## config.mk

```make
export PLATFORM = sky130hd
export DESIGN_NAME = clk_div_multi
export DESIGN_NICKNAME = d
export VERILOG_FILES = /design/src/rtl/clk_div_multi.sv
export SDC_FILE = /design/constraint.sdc
export NUM_CORES = 1
export LEC_CHECK = 0
export CAP_MARGIN = 40
export CORE_ASPECT_RATIO = 0.7
export CORE_MARGIN = 8
export CORE_UTILIZATION = 38
export DETAILED_ROUTE_END_ITERATION = 6
export DONT_BUFFER_PORTS = 1
export SYNTH_ARGS = -nofsm -noshare
export SYNTH_HDL_FRONTEND = slang
export SYNTH_SLANG_ARGS = --single-unit
export TNS_END_PERCENT = 1
```

## constraint.sdc

```tcl
create_clock -name CLK -period 3.3 [get_ports CLK]
set_clock_uncertainty 0.05 [all_clocks]
set_input_delay 0.165 -clock CLK [delete_from_list [all_inputs] [get_ports CLK]]
set_output_delay 0.165 -clock CLK [all_outputs]
set_load 0.05 [all_outputs]
```

## src/rtl/clk_div_multi.sv

```systemverilog
// -----------------------------------------------------------------------------
// clk_div_multi
//
// Purpose:
//   N-channel clock divider / clock-enable generator. Each channel counts up to
//   a runtime-loadable terminal count D and then restarts, so it terminates
//   every D+1 enabled cycles. On each terminal count a channel raises a
//   one-cycle tick and, depending on its mode, either toggles clk_out (mode 0,
//   50% duty clock with period 2*(D+1)) or pulses clk_out for that one cycle
//   (mode 1, same as tick). A global sync re-aligns the phase of all channels.
//
// Ports:
//   CLK      in   1      board clock, all logic on the rising edge
//   RST      in   1      synchronous reset, active-high
//   en       in   NCH    per-channel run enable
//   load     in   NCH    per-channel divisor load strobe (works even when en=0)
//   div_in   in   CNT_W  terminal count D, shared by all channels
//   mode     in   NCH    per-channel mode: 0 = toggle, 1 = pulse
//   sync     in   1      clears every counter and output (a load still wins)
//   clk_out  out  NCH    per-channel divided output, registered
//   tick     out  NCH    per-channel one-cycle terminal-count strobe, registered
//
// Per-channel priority on every edge: RST > load > sync > en > hold.
// -----------------------------------------------------------------------------
module clk_div_multi #(
    parameter int              NCH         = 2,
    parameter int              CNT_W       = 26,
    parameter logic [CNT_W-1:0] DEFAULT_DIV = CNT_W'(24999999)
) (
    input  logic             CLK,
    input  logic             RST,
    input  logic [NCH-1:0]   en,
    input  logic [NCH-1:0]   load,
    input  logic [CNT_W-1:0] div_in,
    input  logic [NCH-1:0]   mode,
    input  logic             sync,
    output logic [NCH-1:0]   clk_out,
    output logic [NCH-1:0]   tick
);

    logic [CNT_W-1:0] count_q [NCH];
    logic [CNT_W-1:0] count_d [NCH];
    logic [CNT_W-1:0] div_q   [NCH];
    logic [CNT_W-1:0] div_d   [NCH];
    logic [NCH-1:0]   clk_out_q;
    logic [NCH-1:0]   clk_out_d;
    logic [NCH-1:0]   tick_q;
    logic [NCH-1:0]   tick_d;

    // Next-state logic for every channel.
    always_comb begin
        // NOTE: every signal gets a hold/default value first so no path through
        // the if/else chain can leave it unassigned and infer a latch.
        clk_out_d = clk_out_q;
        tick_d    = '0;
        for (int i = 0; i < NCH; i++) begin
            count_d[i] = count_q[i];
            div_d[i]   = div_q[i];

            if (load[i]) begin
                // New divisor restarts the count; clk_out keeps its level so a
                // running toggle clock does not glitch on a reload.
                div_d[i]   = div_in;
                count_d[i] = '0;
            end else if (sync) begin
                count_d[i]   = '0;
                clk_out_d[i] = 1'b0;
            end else if (en[i]) begin
                if (count_q[i] == div_q[i]) begin
                    count_d[i]   = '0;
                    tick_d[i]    = 1'b1;
                    clk_out_d[i] = mode[i] ? 1'b1 : ~clk_out_q[i];
                end else begin
                    count_d[i] = count_q[i] + CNT_W'(1);
                    // Pulse mode drops clk_out on every non-terminal cycle; this
                    // also pulls it low right after a switch from toggle mode.
                    if (mode[i]) begin
                        clk_out_d[i] = 1'b0;
                    end
                end
            end
            // en=0: count and clk_out hold, tick already defaults to 0.
        end
    end

    // State registers.
    always_ff @(posedge CLK) begin
        if (RST) begin
            // NOTE: the divisor registers are control state, not a storage
            // array, so they are reset like any other flop to a known D.
            for (int i = 0; i < NCH; i++) begin
                count_q[i] <= '0;
                div_q[i]   <= DEFAULT_DIV;
            end
            clk_out_q <= '0;
            tick_q    <= '0;
        end else begin
            // NOTE: non-blocking assignments so every flop samples the values
            // from before this edge, independent of statement order.
            for (int i = 0; i < NCH; i++) begin
                count_q[i] <= count_d[i];
                div_q[i]   <= div_d[i];
            end
            clk_out_q <= clk_out_d;
            tick_q    <= tick_d;
        end
    end

    assign clk_out = clk_out_q;
    assign tick    = tick_q;

endmodule

```

* Yosys cells after proc, flatten, opt, wreduce, memory -nomap -nowiden
Memories as Yosys holds them, arrays and structs flattened.
Cells that the tools add are included.
** Storage, ports and cells
- Register bits :: 4
- Memory bits (writable) :: 104
- Input port bits :: 35
- Output and inout port bits :: 4
- Logic and storage cells :: 57
- Memories kept :: 2
** Memory list
- count_q :: depth 2, width 26, read ports 2, clocked after memory_dff 0, wr ports 2, line 41 : logic [CNT_W-1:0] count_q [NCH];
- div_q :: depth 2, width 26, read ports 2, clocked after memory_dff 0, wr ports 2, line 43 : logic [CNT_W-1:0] div_q [NCH];
** Cells by class
- $add $sub $neg :: 2
- Equal/unequal tests :: 2
- Multiplexer cells :: 29
- Bitwise logic cells :: 10
- Reduce and logical (&&, ||, !) cells :: 8
** Operator list (number)
- two-way mux 26 bit :: 14
- adder 26 x 1 -> 26 bit, second input constant :: 2
- equality test 26 bit :: 2
- two-way mux 1 bit :: 15
- OR reduction 4 bit :: 2
- inverter 1 bit :: 6
- AND reduction 3 bit :: 2
- nonzero test 3 bit :: 2
- bitwise OR 1 bit :: 4
- nonzero test 2 bit :: 2

* Depth between registers and ports, before layout
Gate-level depths: netlist (run 1).
- Word-level depth :: 6
- Depth in mapped cells :: 9
- Mapped depth without buffers :: 7

* Least setup slack after synthesis (run 1)
OpenSTA, ideal clock, no wires.
- Path type :: register to register
- From :: memory count_q[0][3]
- To :: memory count_q[0][21]
- Setup time :: 0.116 ns
- Arrival time :: 1.676 ns
- Data required time :: 3.134 ns
- Setup slack :: 1.459 ns
- Cell stages (with the launch flop) :: 9
- Path buffers :: 2
- Clock period less this slack :: 1.841 ns
- Path through :: dfxtp_1 buf_2 nand4_2 or4_4 buf_6 nor2_2 nand4_1 xor2_1 nor2_2
** RTL lines (line)
- start, declared :: 41

==> results by group, run 1 <==
Outcome
  – Outcome: completed

Global route
  – Initial antenna violation count: 0
  – Largest net degree at the start of global routing: 55
  – Gr usage total: 14.4%
  – First-pass GRT wire length: 19,100 um
  – Vias in the first global route: 3,538
  – Congestion Overflow GR: 0

Logic synthesis
  – Sequential share of the synthesized area: 44.3%
  – Distinct cells, synth: 36
  – YS warnings: 0
  – Syn nets: 561
  – Post-Syn Area: 0.00488 mm2
  – Syn Area/Cell: 9.32 um2
  – Post-Synthesis Cells: 524
  – FF+latch count, synth: 108

Clock network
  – Worst skew pair latency: 0.35 ns
  – CTS tree: built
  – Max Root-Sink Buffers: 2
  – H-tree levels: 3
  – Postcts setup bufs: 0
  – Post-cts resize count: 0
  – TritonCTS Buffers: 9
  – Reg clk slew, reported paths: 0.07 ns
  – Clk root buf: clkbuf_16
  – Clk sinks: 108

Placed design
  – Port Buffers: 0
  – GPL Wtd Cong: 0.802
  – Dpl cells: 663
  – Post-DP HPWL: 8080 um

Setup path
  – Critical-path maximum fanout: 4
  – Arrival @ worst endpoint: 2.68 ns
  – Worst Setup End Kind: flip-flop
  – Crit Path Category: reg2reg
  – Required @ worst endpoint: 3.54 ns
  – Startpoint types: flip-flop

Floorplanning
  – Die ar.: 0.0168 mm2
  – Initial core utilization: 39.2%
  – Num rows: 34
  – Core area: 0.0125 mm2
  – Io pins: 39
  – DIE HEIGHT: 111 um
  – Die X: 151 um

Final layout
  – Diodes inserted: 0
  – Fillers: 1,168
  – Commonest non-fill, non-tap cell in the layout: dfxtp_1
  – Share of layout cells above drive strength 1: 5.15%
  – Leading cell types in the layout, fill and taps excluded: dfxtp_1, nor2_1, xnor2_1
  – Non-filler cells, final: 725
  – Area grow syn2layout: 18.5%
  – Final nets: 595

Route
  – # DRC: 0
  – 1st-pass router iterations: 5
  – Post-DRT Antenna Nets: 0
  – DRT iter0 DRCs: 310
  – Via Count: 3,641
  – Via density: 5.02
  – Drt total wl: 11,900 um
  – WL/cell: 16.4 um

STA
  – Hold Worst Slack: 0.0112 ns
  – Setup violations, final: 0
  – Slew Limit Fails: 0
  – Setup TNS: 0 ns
  – Post-layout min period: 2.43 ns
  – Fmax: 411 MHz
  – Final-report hold violation count: 0
  – Slew @ Worst Pin: 0.713 ns
  – RSZ-0062 raised after global routing: no
  – Worst rel slew slack: 52.0%
  – Period utilization: 73.8%

Pwr
  – LEAKAGE: 2.09 nW
  – Maximum vdd drop: 0.282 mV
  – P per Cell Area: 467 mW/mm2

Worst hold path
  – Hold Path Class: in2reg

Job
  – Max cap viols: 0
-- stage by stage --
step | total power [mW] | utilization (%) | cell area, um2 | worst slack, ns
final | 2.70 | 46.4 | 5790 | 0.865
after global routing | 2.80 | 46.4 | 5790 | 0.702
after CTS | 2.72 | 46.4 | 5790 | 0.948
after detailed placement | 1.53 | 40.1 | 4990 | 1.10
after global placement | 1.53 | 40.1 | 4990 | 1.10
after floorplan | 1.53 | - | 4880 | 1.46
-- flip-flops by register name, summed over array words and instances (netlist names) --
register,cells
count_q,52
div_q,52
clk_out,2
tick,2
-- cell type report --
type / count / area, um2 / share of cell area (%)
clock buffer: 11 / 243 / 4.20
tap: 162 / 203 / 3.50
inverter: 7 / 26.3 / 0.454
timing repair buffer: 49 / 513 / 8.87
sequential: 108 / 2160 / 37.4
clock inverter: 5 / 60.1 / 1.04
multi-input combinational: 383 / 2580 / 44.6
-- cells in the mapped netlist, drive strengths merged --
cell | count | area (um2)
ha | 2 | 25.0
a41oi | 1 | 8.76
nand3 | 12 | 60.1
o21bai | 1 | 7.51
xor2 | 44 | 385
a21bo | 1 | 10.0
nand2 | 21 | 78.8
nor4bb | 1 | 10.0
o21ai | 1 | 5.00
and2b | 1 | 8.76
and3 | 7 | 43.8
nand4 | 23 | 150
nor2 | 88 | 338
nor3b | 1 | 7.51
xnor2 | 58 | 508
nor4 | 9 | 71.3
and4 | 4 | 35.0
buf | 14 | 71.3
nor2b | 37 | 231
or4 | 1 | 11.3
nand2b | 1 | 6.26
a21oi | 2 | 10.0
nor3 | 10 | 50.1
mux2i | 20 | 200
dfxtp | 108 | 2160
a211o | 34 | 298
clkbuf | 12 | 45.0
a31oi | 1 | 6.26
inv | 7 | 26.3
and2 | 2 | 12.5
-- power breakdown --
group	internal, mW	switching [mW]
Sequential	1.35	0.0327
Clock	0.613	0.494
Combinational	0.119	0.0957
Total	2.08	0.623
-- worst paths after layout --
check                     start            end  slack [ns]  depth (start not counted)
setup / recovery  count_q[0][5]        tick[0]        0.87                          6
hold reg to reg     div_q[0][6]    div_q[0][6]        0.48                          2
setup reg to reg  count_q[0][5]        tick[0]        0.87                          6
hold / removal            en[0]  count_q[0][4]        0.01                          3
-- worst max-delay path, cell delays in order (launching register included) --
cell and delay (ns):
dfxtp_1 0.37, xnor2_1 0.30, nand4_1 0.20, nor4_1 0.58, nand3_1 0.18, nor2b_1 0.14
dlygate4sd3_1 0.55
-- layer usage --
metal | global-route usage [%] | part of all wire, % | vias up
li1 | - | - | 1838
met1 | 22.0 | 54 | 1718
met2 | 19.1 | 40 | 74
met3 | 4.12 | 5.6 | 11
met4 | 3.32 | 0.68 | 0
met5 | 0 | 0 | -
-- repair_timing --
action                                 4_1_cts  5_1_grt
endpoints found under the hold margin       62        0
hold buffers                                46        0
setup endpoints to repair                    0        0
-- logic make-up (layout without fill, tap and decap cells) --
| group | count (synthesis) | count (layout) | share of synthesized area (%) |
|---|---|---|---|
| flops | 108 | 108 | 44.3 |
| mux | 20 | 20 | 4.10 |
| compound gates | 41 | 41 | 7.07 |
| buf+inv | 33 | 72 | 2.92 |
| fa+ha+maj | 2 | 2 | 0.512 |
| simple gates | 218 | 218 | 22.8 |
| xor+xnor | 102 | 102 | 18.3 |
(Power assumes the default switching activity.)
==> run 2: changes to the inputs <==
==> constraint.sdc (replaced) <==
create_clock -name CLK -period 2.3 [get_ports CLK]
set_clock_uncertainty 0.05 [all_clocks]
set_input_delay 0.115 -clock CLK [delete_from_list [all_inputs] [get_ports CLK]]
set_output_delay 0.115 -clock CLK [all_outputs]
set_load 0.05 [all_outputs]
==> results by group, run 2 (same netlist as run 1, synthesis figures left out) <==
Global route
  – First-pass GRT wire length: 18,600 um (-2.5%)
  – Vias in the first global route: 3,558 (+0.57%)
  – Initial antenna violation count: 0 (unchanged)
  – Congestion Overflow GR: 0 (unchanged)
  – Routing usage on met1: 21.0% (-1.0 points)
  – Most Crowded Layer GR: met1
  – Gr usage total: 14.0% (-0.41 points)
  – M2 GR Usage: 18.5% (-0.56 points)
  – Met3 usage: 4.00% (-0.12 points)
  – Largest net degree at the start of global routing: 57 (+3.6%)

STA
  – Period utilization: 93.0% (+19 points)
  – Slew Limit Fails: 0 (unchanged)
  – Post-layout min period: 2.14 ns (-0.296 ns)
  – Final-report hold violation count: 0 (unchanged)
  – Slew @ Worst Pin: 0.539 ns (-0.174 ns)
  – Hold Worst Slack: 0.0184 ns (+0.00717 ns)
  – Setup TNS: 0 ns (unchanged)
  – RSZ-0062 raised after global routing: no
  – Worst rel slew slack: 64.0% (+12 points)
  – Fmax: 468 MHz (+14%)
  – Setup violations, final: 0 (unchanged)

Floorplanning
  – Num rows: 34 (unchanged)
  – DIE HEIGHT: 111 um (unchanged)
  – Initial core utilization: 39.2% (unchanged)
  – Io pins: 39 (unchanged)
  – Core area: 0.0125 mm2 (unchanged)
  – Die ar.: 0.0168 mm2 (unchanged)
  – Die X: 151 um (unchanged)

Route
  – Drt total wl: 11,400 um (-4.4%)
  – DRT iter0 DRCs: 181 (-42%)
  – Via density: 4.98 (-0.74%)
  – WL/cell: 15.8 um (-3.8%)
  – 1st-pass router iterations: 4 (-1)
  – Via Count: 3,594 (-1.3%)
  – Post-DRT Antenna Nets: 0 (unchanged)
  – # DRC: 0 (unchanged)

Clock network
  – Reg clk slew, reported paths: 0.07 ns (about the same)
  – Max Root-Sink Buffers: 2 (unchanged)
  – Worst skew pair latency: 0.35 ns (about the same)
  – CTS tree: built
  – Postcts setup bufs: 0 (unchanged)
  – Clk sinks: 108 (unchanged)
  – Clk root buf: clkbuf_16
  – TritonCTS Buffers: 9 (unchanged)
  – H-tree levels: 3 (unchanged)

Setup path
  – Crit-path max cell delay: 0.49 ns (-0.09 ns)
  – Crit Path Category: reg2reg
  – Startpoint types: flip-flop
  – Worst Setup End Kind: flip-flop
  – Cell Chain, Critical Path: xor2_1, nor4_2, nand2_1, nor3_1, a21bo_2, buf_4, nor2_1
  – Buf+Inv Stages, Crit Path: 1 (unchanged)
  – Critical path's slowest cell: nor4_2
  – CP delay by family, top: simple AND/OR/NAND/NOR gates
  – Critical-path maximum fanout: 14 (+10)
  – Arrival @ worst endpoint: 2.32 ns (-0.36 ns)
  – Required @ worst endpoint: 2.49 ns (-1.05 ns)

Pwr
  – Seq pwr share: 51.3% (+0.2 points)
  – Pint: 2.99 mW (+44%)
  – Clk pwr share: 40.9% (about the same)
  – P per Cell Area: 671 mW/mm2 (+44%)
  – Combinational power share: 7.8% (about the same)
  – Maximum vdd drop: 0.439 mV (+56%)
  – NetSw: 0.863 mW (+39%)
  – Switch share: 22.4% (-0.67 points)
  – LEAKAGE: 2.09 nW (about the same)

Final layout
  – Biggest regs: count_q (52), div_q (52)
  – Diodes inserted: 0 (unchanged)
  – Final nets: 591 (-0.67%)
  – Share of layout cells above drive strength 1: 6.44% (+1.3 points)
  – Fillers: 1,198 (+2.6%)
  – Area grow syn2layout: 17.8%
  – Leading cell types in the layout, fill and taps excluded: dfxtp_1, nor2_1, xnor2_1
  – Commonest non-fill, non-tap cell in the layout: dfxtp_1

Worst hold path
  – Hold Path Class: in2reg

Placed design
  – Post-DP HPWL: 8190 um (+1.4%)
  – Port Buffers: 0 (unchanged)
  – GPL Wtd Cong: 0.836 (+4.2%)

Outcome
  – Outcome: completed

Job
  – Max cap viols: 0 (unchanged)
run 2: cell types whose count changed in the layout (fill, tap and decap cells not counted):
cell | before | now
buf_12 | 3 | 4
buf_4 | 3 | 8
clkbuf_8 | 1 | 2
clkinv_2 | 1 | 2
clkinv_4 | 1 | 0
dlygate4sd3_1 | 43 | 33
inv_6 | 1 | 0
nor4_1 | 8 | 7
nor4_2 | 0 | 1
run 2: tightest hold or removal path, delay by kind of cell:
kind,cells,cell delay (ns)
buffers and inverters,1,0.12
and+or+nand+nor,3,0.14
run 2: power groups by stage:
| stage | logic, mW | clock network [mW] | registers [mW] |
|---|---|---|---|
| 2_1_floorplan | 0.194 | 0 | 2.01 |
| 3_3_place_gp | 0.183 | 0 | 2.02 |
| 3_5_place_dp | 0.185 | 0 | 2.02 |
| 4_1_cts | 0.299 | 1.61 | 1.98 |
| 5_1_grt | 0.331 | 1.69 | 1.98 |
| 6_report | 0.301 | 1.58 | 1.98 |
run 2: final timing paths:
| path | from | to | slack, ns | cells past startpoint |
|---|---|---|---|---|
| worst max-delay path | count_q[0][41] | count_q[0][47] | 0.16 | 7 |
| worst min-delay path | RST | tick[1] | 0.02 | 4 |
| worst max register to register | count_q[0][41] | count_q[0][47] | 0.16 | 7 |
| worst min register to register | div_q[0][35] | div_q[0][35] | 0.46 | 2 |
run 2: through the flow:
step / power [mW] / instances / instance area [um2] / util, % / worst slack, ns
after global placement: 2.20 / 669 / 5050 / 40.5 / 0.0283
after CTS: 3.89 / 721 / 5740 / 46.1 / 0.0274
after floorplan: 2.20 / 524 / 4880 / - / 0.459
after global routing: 4.00 / 721 / 5750 / 46.1 / 0.0364
final: 3.86 / 721 / 5750 / 46.1 / 0.162
after detailed placement: 2.21 / 669 / 5050 / 40.5 / 0.0570
run 2: layout make-up:
class | count | area [um2] | share of cell area, %
Timing Repair Buffer | 45 | 470 | 8.18
Inverter | 7 | 26.3 | 0.457
Clock buffer | 12 | 256 | 4.46
Multi-Input combinational cell | 383 | 2580 | 45.0
Sequential cell | 108 | 2160 | 37.6
Tap cell | 162 | 203 | 3.52
Clock inverter | 4 | 47.5 | 0.827
run 2: layer usage:
metal	wire, um	part of all wire, %
met1	6230	55
met2	4330	38
met3	678	5.9
met4	160	1.4
met5	0	0
run 2: repair_timing:
| item | 4_1_cts | 5_1_grt |
|---|---|---|
| endpoints found under the hold margin | 65 | 0 |
| gates resized for setup | 0 | 1 |
| setup endpoints to repair | 0 | 27 |
| hold buffers | 36 | 0 |
